### src/rtl/dmem_arbiter.sv
// Arbiter sharing a single-port synchronous data memory between the CPU memory stage
// and a secondary (DMA/loader) master; fixed IDLE->ACCESS->RESP sequence per access.
module dmem_arbiter #(
   parameter int unsigned DBITS      = 32,
   parameter int unsigned ADDR_BITS  = 11,
   parameter int unsigned MAX_STARVE = 4,
   parameter int unsigned CNT_BITS   = 3
) (
   input  logic                 clk,
   input  logic                 reset,
   input  logic                 cpuReq,
   input  logic                 cpuWe,
   input  logic [ADDR_BITS-1:0] cpuAddr,
   input  logic [DBITS-1:0]     cpuWdata,
   output logic                 cpuAck,
   output logic [DBITS-1:0]     cpuRdata,
   output logic                 cpuStall,
   input  logic                 dmaReq,
   input  logic                 dmaWe,
   input  logic [ADDR_BITS-1:0] dmaAddr,
   input  logic [DBITS-1:0]     dmaWdata,
   output logic                 dmaAck,
   output logic [DBITS-1:0]     dmaRdata,
   output logic                 memEn,
   output logic                 memWe,
   output logic [ADDR_BITS-1:0] memAddr,
   output logic [DBITS-1:0]     memWdata,
   input  logic [DBITS-1:0]     memRdata,
   output logic                 grantDma,
   output logic                 busy
);

   typedef enum logic [1:0] {
      IDLE   = 2'd0,
      ACCESS = 2'd1,
      RESP   = 2'd2
   } state_t;

   localparam logic [CNT_BITS-1:0] STARVE_LIMIT = CNT_BITS'(MAX_STARVE);

   state_t                state, state_d;
   logic [CNT_BITS-1:0]   starve_cnt, starve_cnt_d;
   logic                  grant_dma, grant_dma_d;
   logic                  mem_en, mem_en_d;
   logic                  mem_we, mem_we_d;
   logic [ADDR_BITS-1:0]  mem_addr, mem_addr_d;
   logic [DBITS-1:0]      mem_wdata, mem_wdata_d;
   logic                  cpu_ack, cpu_ack_d;
   logic                  dma_ack, dma_ack_d;
   logic                  dma_wins;

   // DMA takes the slot when the CPU is idle or has starved it for MAX_STARVE grants
   assign dma_wins = dmaReq & (~cpuReq | (starve_cnt == STARVE_LIMIT));

   // State and registered outputs
   always_ff @(posedge clk or negedge reset) begin
      if (!reset) begin
         state      <= IDLE;
         starve_cnt <= '0;
         grant_dma  <= 1'b0;
         mem_en     <= 1'b0;
         mem_we     <= 1'b0;
         mem_addr   <= '0;
         mem_wdata  <= '0;
         cpu_ack    <= 1'b0;
         dma_ack    <= 1'b0;
      end else begin
         state      <= state_d;
         starve_cnt <= starve_cnt_d;
         grant_dma  <= grant_dma_d;
         mem_en     <= mem_en_d;
         mem_we     <= mem_we_d;
         mem_addr   <= mem_addr_d;
         mem_wdata  <= mem_wdata_d;
         cpu_ack    <= cpu_ack_d;
         dma_ack    <= dma_ack_d;
      end
   end

   // Next state; enables/acks are staged one cycle ahead so they are live in ACCESS/RESP
   always_comb begin
      state_d      = state;
      starve_cnt_d = starve_cnt;
      grant_dma_d  = grant_dma;
      mem_en_d     = 1'b0;
      mem_we_d     = 1'b0;
      mem_addr_d   = mem_addr;
      mem_wdata_d  = mem_wdata;
      cpu_ack_d    = 1'b0;
      dma_ack_d    = 1'b0;
      case (state)
         IDLE: begin
            if (cpuReq | dmaReq) begin
               state_d  = ACCESS;
               mem_en_d = 1'b1;
               if (dma_wins) begin
                  grant_dma_d  = 1'b1;
                  mem_we_d     = dmaWe;
                  mem_addr_d   = dmaAddr;
                  mem_wdata_d  = dmaWdata;
                  starve_cnt_d = '0;
               end else begin
                  grant_dma_d = 1'b0;
                  mem_we_d    = cpuWe;
                  mem_addr_d  = cpuAddr;
                  mem_wdata_d = cpuWdata;
                  if (!dmaReq)
                     starve_cnt_d = '0;
                  else if (starve_cnt != STARVE_LIMIT)
                     starve_cnt_d = starve_cnt + CNT_BITS'(1);
               end
            end
         end
         ACCESS: begin
            state_d   = RESP;
            cpu_ack_d = ~grant_dma;
            dma_ack_d = grant_dma;
         end
         RESP: begin
            state_d = IDLE;
         end
         default: begin
            state_d = IDLE;
         end
      endcase
   end

   // Read data arrives from the memory register during RESP, so it is gated, not re-registered
   assign cpuRdata = cpu_ack ? memRdata : '0;
   assign dmaRdata = dma_ack ? memRdata : '0;
   assign cpuStall = cpuReq & ~cpu_ack;

   assign cpuAck   = cpu_ack;
   assign dmaAck   = dma_ack;
   assign memEn    = mem_en;
   assign memWe    = mem_we;
   assign memAddr  = mem_addr;
   assign memWdata = mem_wdata;
   assign grantDma = grant_dma;
   assign busy     = (state != IDLE);

endmodule

### config.mk
export PLATFORM = sky130hd
export DESIGN_NAME = dmem_arbiter
export DESIGN_NICKNAME = d
export VERILOG_FILES = /design/src/rtl/dmem_arbiter.sv
export SDC_FILE = /design/constraint.sdc
export NUM_CORES = 1
export LEC_CHECK = 0
export ABC_AREA = 1
export CAP_MARGIN = 10
export CORE_UTILIZATION = 39
export DETAILED_ROUTE_END_ITERATION = 6
export PLACE_DENSITY_LB_ADDON = 0.15
export SLEW_MARGIN = 25
export SYNTH_ARGS = -nofsm -noshare
export SYNTH_HDL_FRONTEND = slang
export SYNTH_SLANG_ARGS = --single-unit
### constraint.sdc
create_clock -name clk -period 3.4 [get_ports clk]
set_clock_uncertainty 0.1 [all_clocks]
set_input_delay 0.68 -clock clk [delete_from_list [all_inputs] [get_ports clk]]
set_output_delay 0.68 -clock clk [all_outputs]
set_load 0.1 [all_outputs]
# After elaboration in Yosys (flattened, before gate mapping)
# Index checks and enable logic that the tools add are counted.
# W data, S select, Z words.
# op_classes
add_sub_neg,1
eq_ne,5
muxes,17
n_bitwise,7
reduce_logical,4
# op_table
op,count
$mux W32,3
$mux W11,1
$mux W3,3
$mux W1,8
$pmux W2 S2,1
$add A3 B1 Y3 const B,1
$eq A3 B3 Y1 const B,1
$ne A3 B1 Y1 const B,1
$ne A3 B3 Y1 const B,1
$not A1 Y1,3
$reduce_and A3 Y1,1
$and A1 B1 Y1,2
$eq A2 B1 Y1 const B,1
$logic_not A2 Y1,1
$mux W2,1
$ne A2 B2 Y1 const B,1
$or A1 B1 Y1,2
$reduce_and A2 Y1,1
$reduce_bool A2 Y1,1
# totals
regBits,53
in_bits,124
output_inout_bits,114
elab_cells,43

# Logic depth before layout (Yosys ltp)
# logic_depth
depth_word,6
depth_mapped,9
depth_no_buf,8

# Worst setup path after synthesis
# No wires, ideal clock.
# synth_path
path_type,reg-to-output
start,register cpu_ack (netlist: cpuAck)
end,output cpuStall
arrival_ns,2.470
required_time_ns,2.620
path_slack_ns,0.150
stages_incl_launch_ff,4
path_buffers,2
cell_sequence,dfrtp_1 clkbuf_1 clkbuf_1 nor2_1
# synth_between
elab_chain_len,2
# synth_lines
item,line_no,text
from (decl),48,"logic cpu_ack, cpu_ack_d;"
from (signal assigned),75,cpu_ack <= cpu_ack_d;
$not A1 Y1,131,assign cpuStall = cpuReq & ~cpu_ack;
$and A1 B1 Y1,131,
to (decl),17,"output logic cpuStall,"
# Every way passes these cells.

# Worst setup path after layout
# layout_path
start,input cpuReq
end,output cpuStall
# layout_between
elab_chain_len,1
# layout_lines
item,line_no,text
from (decl),11,"input logic cpuReq,"
$and A1 B1 Y1,131,
# Every way passes these cells.

==> impl_results.md <==
* Outcome: finished, final reports clean
* GPL Wtd Cong at roughly 0.75
* Max Clock Freq at slightly below 400 MHz
* Setup crit end kind: primary output
* Share of cells above drive strength 1 at between 10% and 20%
* Count of cell types in the netlist at 20
* Setup bufs post-CTS at 0
* Final Max Tran Viols at 0
* Post-synthesis area per instance at between 6 and 7 um2
* Max-cap violation count at 0
* Final hold viol count at 0
* Layout fillers at ~760
* Root buf cell: clkbuf_8
* Mapped Cells at 551
* Final setup viols at 0
* Nets at about 900
* Commonest non-fill, non-tap cells in the layout: nand2_1 (203), inv_1 (159), clkdlybuf4s50_1 (121), buf_4 (119), nand3_1 (88)
* Largest net degree at the start of global routing at 49
* Crit path DAT at 1.78 ns
* Synthesis-stage register bit count at between 50 and 60
* Drt total wl at 10700 um
* Pre-CTS setup slack at between 0.7 and 0.8 ns
* Setup Total Neg Slack at 0 ns
* TritonCTS Buffers at 5
* Vias in the first global route at roughly 3.6k
* H-tree lvl count at 2
* Die Area at approximately 0.009 mm2
* Initial antenna violation count at 0
* Post-synth top area share at roughly two fifths
* Slew headroom at 43.39%
* Worst Setup Path Type: in -> out
* DP Wirelength at just over 8000 um
* CP max stage delay at roughly 0.62 ns
* CP Data Required Time at between 2 and 3 ns
* Final core occ at between 60 and 70%
* # port buffers at between 200 and 250
* CP Launch Type: input port
* Cts hold-fix bufs at 0
* Top area cells in the synthesized netlist: dfrtp_1 (39%), nand2_1 (22%), inv_1 (17%)
* Die H at approximately 96 um
* Worst-path clk slew at around 0.09 ns
* CORE AREA at between 0.008 and 0.009 mm2
* Overflow after GRT at 0
* Net Count, Synth at 677
* GRT Util Overall at a little under a quarter
* CTS tree: done
* Crit-path slowest cell: clkdlybuf4s50_1
* 1st-pass router iterations at 4
* Drt drc at 0
* Tmin final at between 2 and 3 ns
* Ant diodes at 0
* Cell row count at 33
* Pin slew with the least headroom to its limit at ~0.85 ns
* Worst skew pair latency at about 0.3 ns
* Post-synthesis sequential area ratio at 38.62%
* First-pass GRT wire length at between 15000 and 20000 um
* Via density at between 4 and 5
* Mapped Area at between 0.003 and 0.004 mm2
* RSZ-0062 raised after global routing: no
* Clk buf depth at 2
* Post-synth top area cell: dfrtp_1
* Antenna-violating nets left at 0
* Area growth from synthesis to layout at 63.42%
* Fin crit share at approximately three quarters
* Yosys warns at 0
* Chip Width at 95.85 um
* Vias at 3963
* Area of the multi-input gates at 0.001330 mm2
* IO Pins at 238
* Hold crit path type: in -> async
* Most common cell after layout, fill and taps aside: nand2_1
* Initial Utilization at slightly above 40%
* Critical path, cell by cell: clkdlybuf4s50_1 -> inv_1 -> nor2_1 -> buf_12
* Final setup margin at roughly 0.84 ns
* WL/cell at approximately 12 um
* Storage element area at approximately 0.0013 mm2
* Crit Path Max Fanout at 4
* Clock sinks at 53
* DR iter-0 viols at between 150 and 200
* CTS resizes at 0
[logic make-up after synthesis]
| kind of cell | after synthesis | synth area share, % |
|---|---|---|
| and+or+nand+nor | 301 | 36.87 |
| DFF | 53 | 38.62 |
| buffers and inverters | 190 | 22.88 |
| AOI/OAI and AO/OA | 5 | 0.9105 |
| adders and majority gates | 2 | 0.7285 |
[synthesized netlist by cell type, drive strengths merged]
cell    count
dfrtp      53
o22ai       2
nand2     205
nor3b       1
nand3      88
a21oi       1
ha          2
nor3        1
inv       160
nand3b      1
o21ai       2
clkbuf      8
buf        22
nor2        5
[critical path: cells and delay by family]
kind	cells	cell delay (ns)
and+or+nand+nor	1	0.19
buffers and inverters	3	0.90
[sequential cells by signal, indices dropped and copies added (netlist names)]
| register | flops |
|---|---|
| memWdata | 32 |
| memAddr | 11 |
| starve_cnt | 3 |
| state | 2 |
| cpuAck | 1 |
| dmaAck | 1 |
| grantDma | 1 |
| memEn | 1 |
| memWe | 1 |
[final timing paths]
| path | cells after the start | endpoint | startpoint | slack (ns) |
|---|---|---|---|---|
| worst min-delay path | 1 | memWdata[18] | reset | 0.37 |
| max in group asynchronous | 2 | cpuAck | reset | 2.17 |
| worst min register to register | 2 | memWdata[29] | memWdata[29] | 0.39 |
| worst max-delay path | 4 | cpuStall | cpuReq | 0.84 |
| worst max register to register | 8 | memAddr[1] | starve_cnt[0] | 1.27 |
| min in group clk | 2 | memWdata[29] | memWdata[29] | 0.39 |
[metal layers]
metal | up-vias | global-route usage (%) | share of wire [%] | routed length [um]
li1 | 2010 | - | - | -
met1 | 1783 | 25.17 | 38 | 4115
met2 | 153 | 43.51 | 52 | 5578
met3 | 17 | 4.976 | 7.1 | 761
met4 | 0 | 7.090 | 2.3 | 244
met5 | - | 0 | 0 | 0
[area by class of cell]
| type | instances | share of cell area [%] |
|---|---|---|
| multi-input combinational | 308 | 23.70 |
| timing repair buffer | 243 | 38.03 |
| sequential | 53 | 23.63 |
| clock buffer | 5 | 1.226 |
| inverter | 160 | 10.70 |
| tap | 105 | 2.341 |
| clock inverter | 3 | 0.3790 |
[metrics by stage]
step	area, um2	std cells	hold slack (ns)
detailed placement	5523	869	0.3662
global route	5613	877	0.4066
floorplan	3435	551	0.2844
global placement	5523	869	0.3646
CTS	5613	877	0.3906
finish	5613	877	0.3662
Power is not shown: default switching activity piles up to over one toggle a cycle in this logic, so the estimate is an artifact.
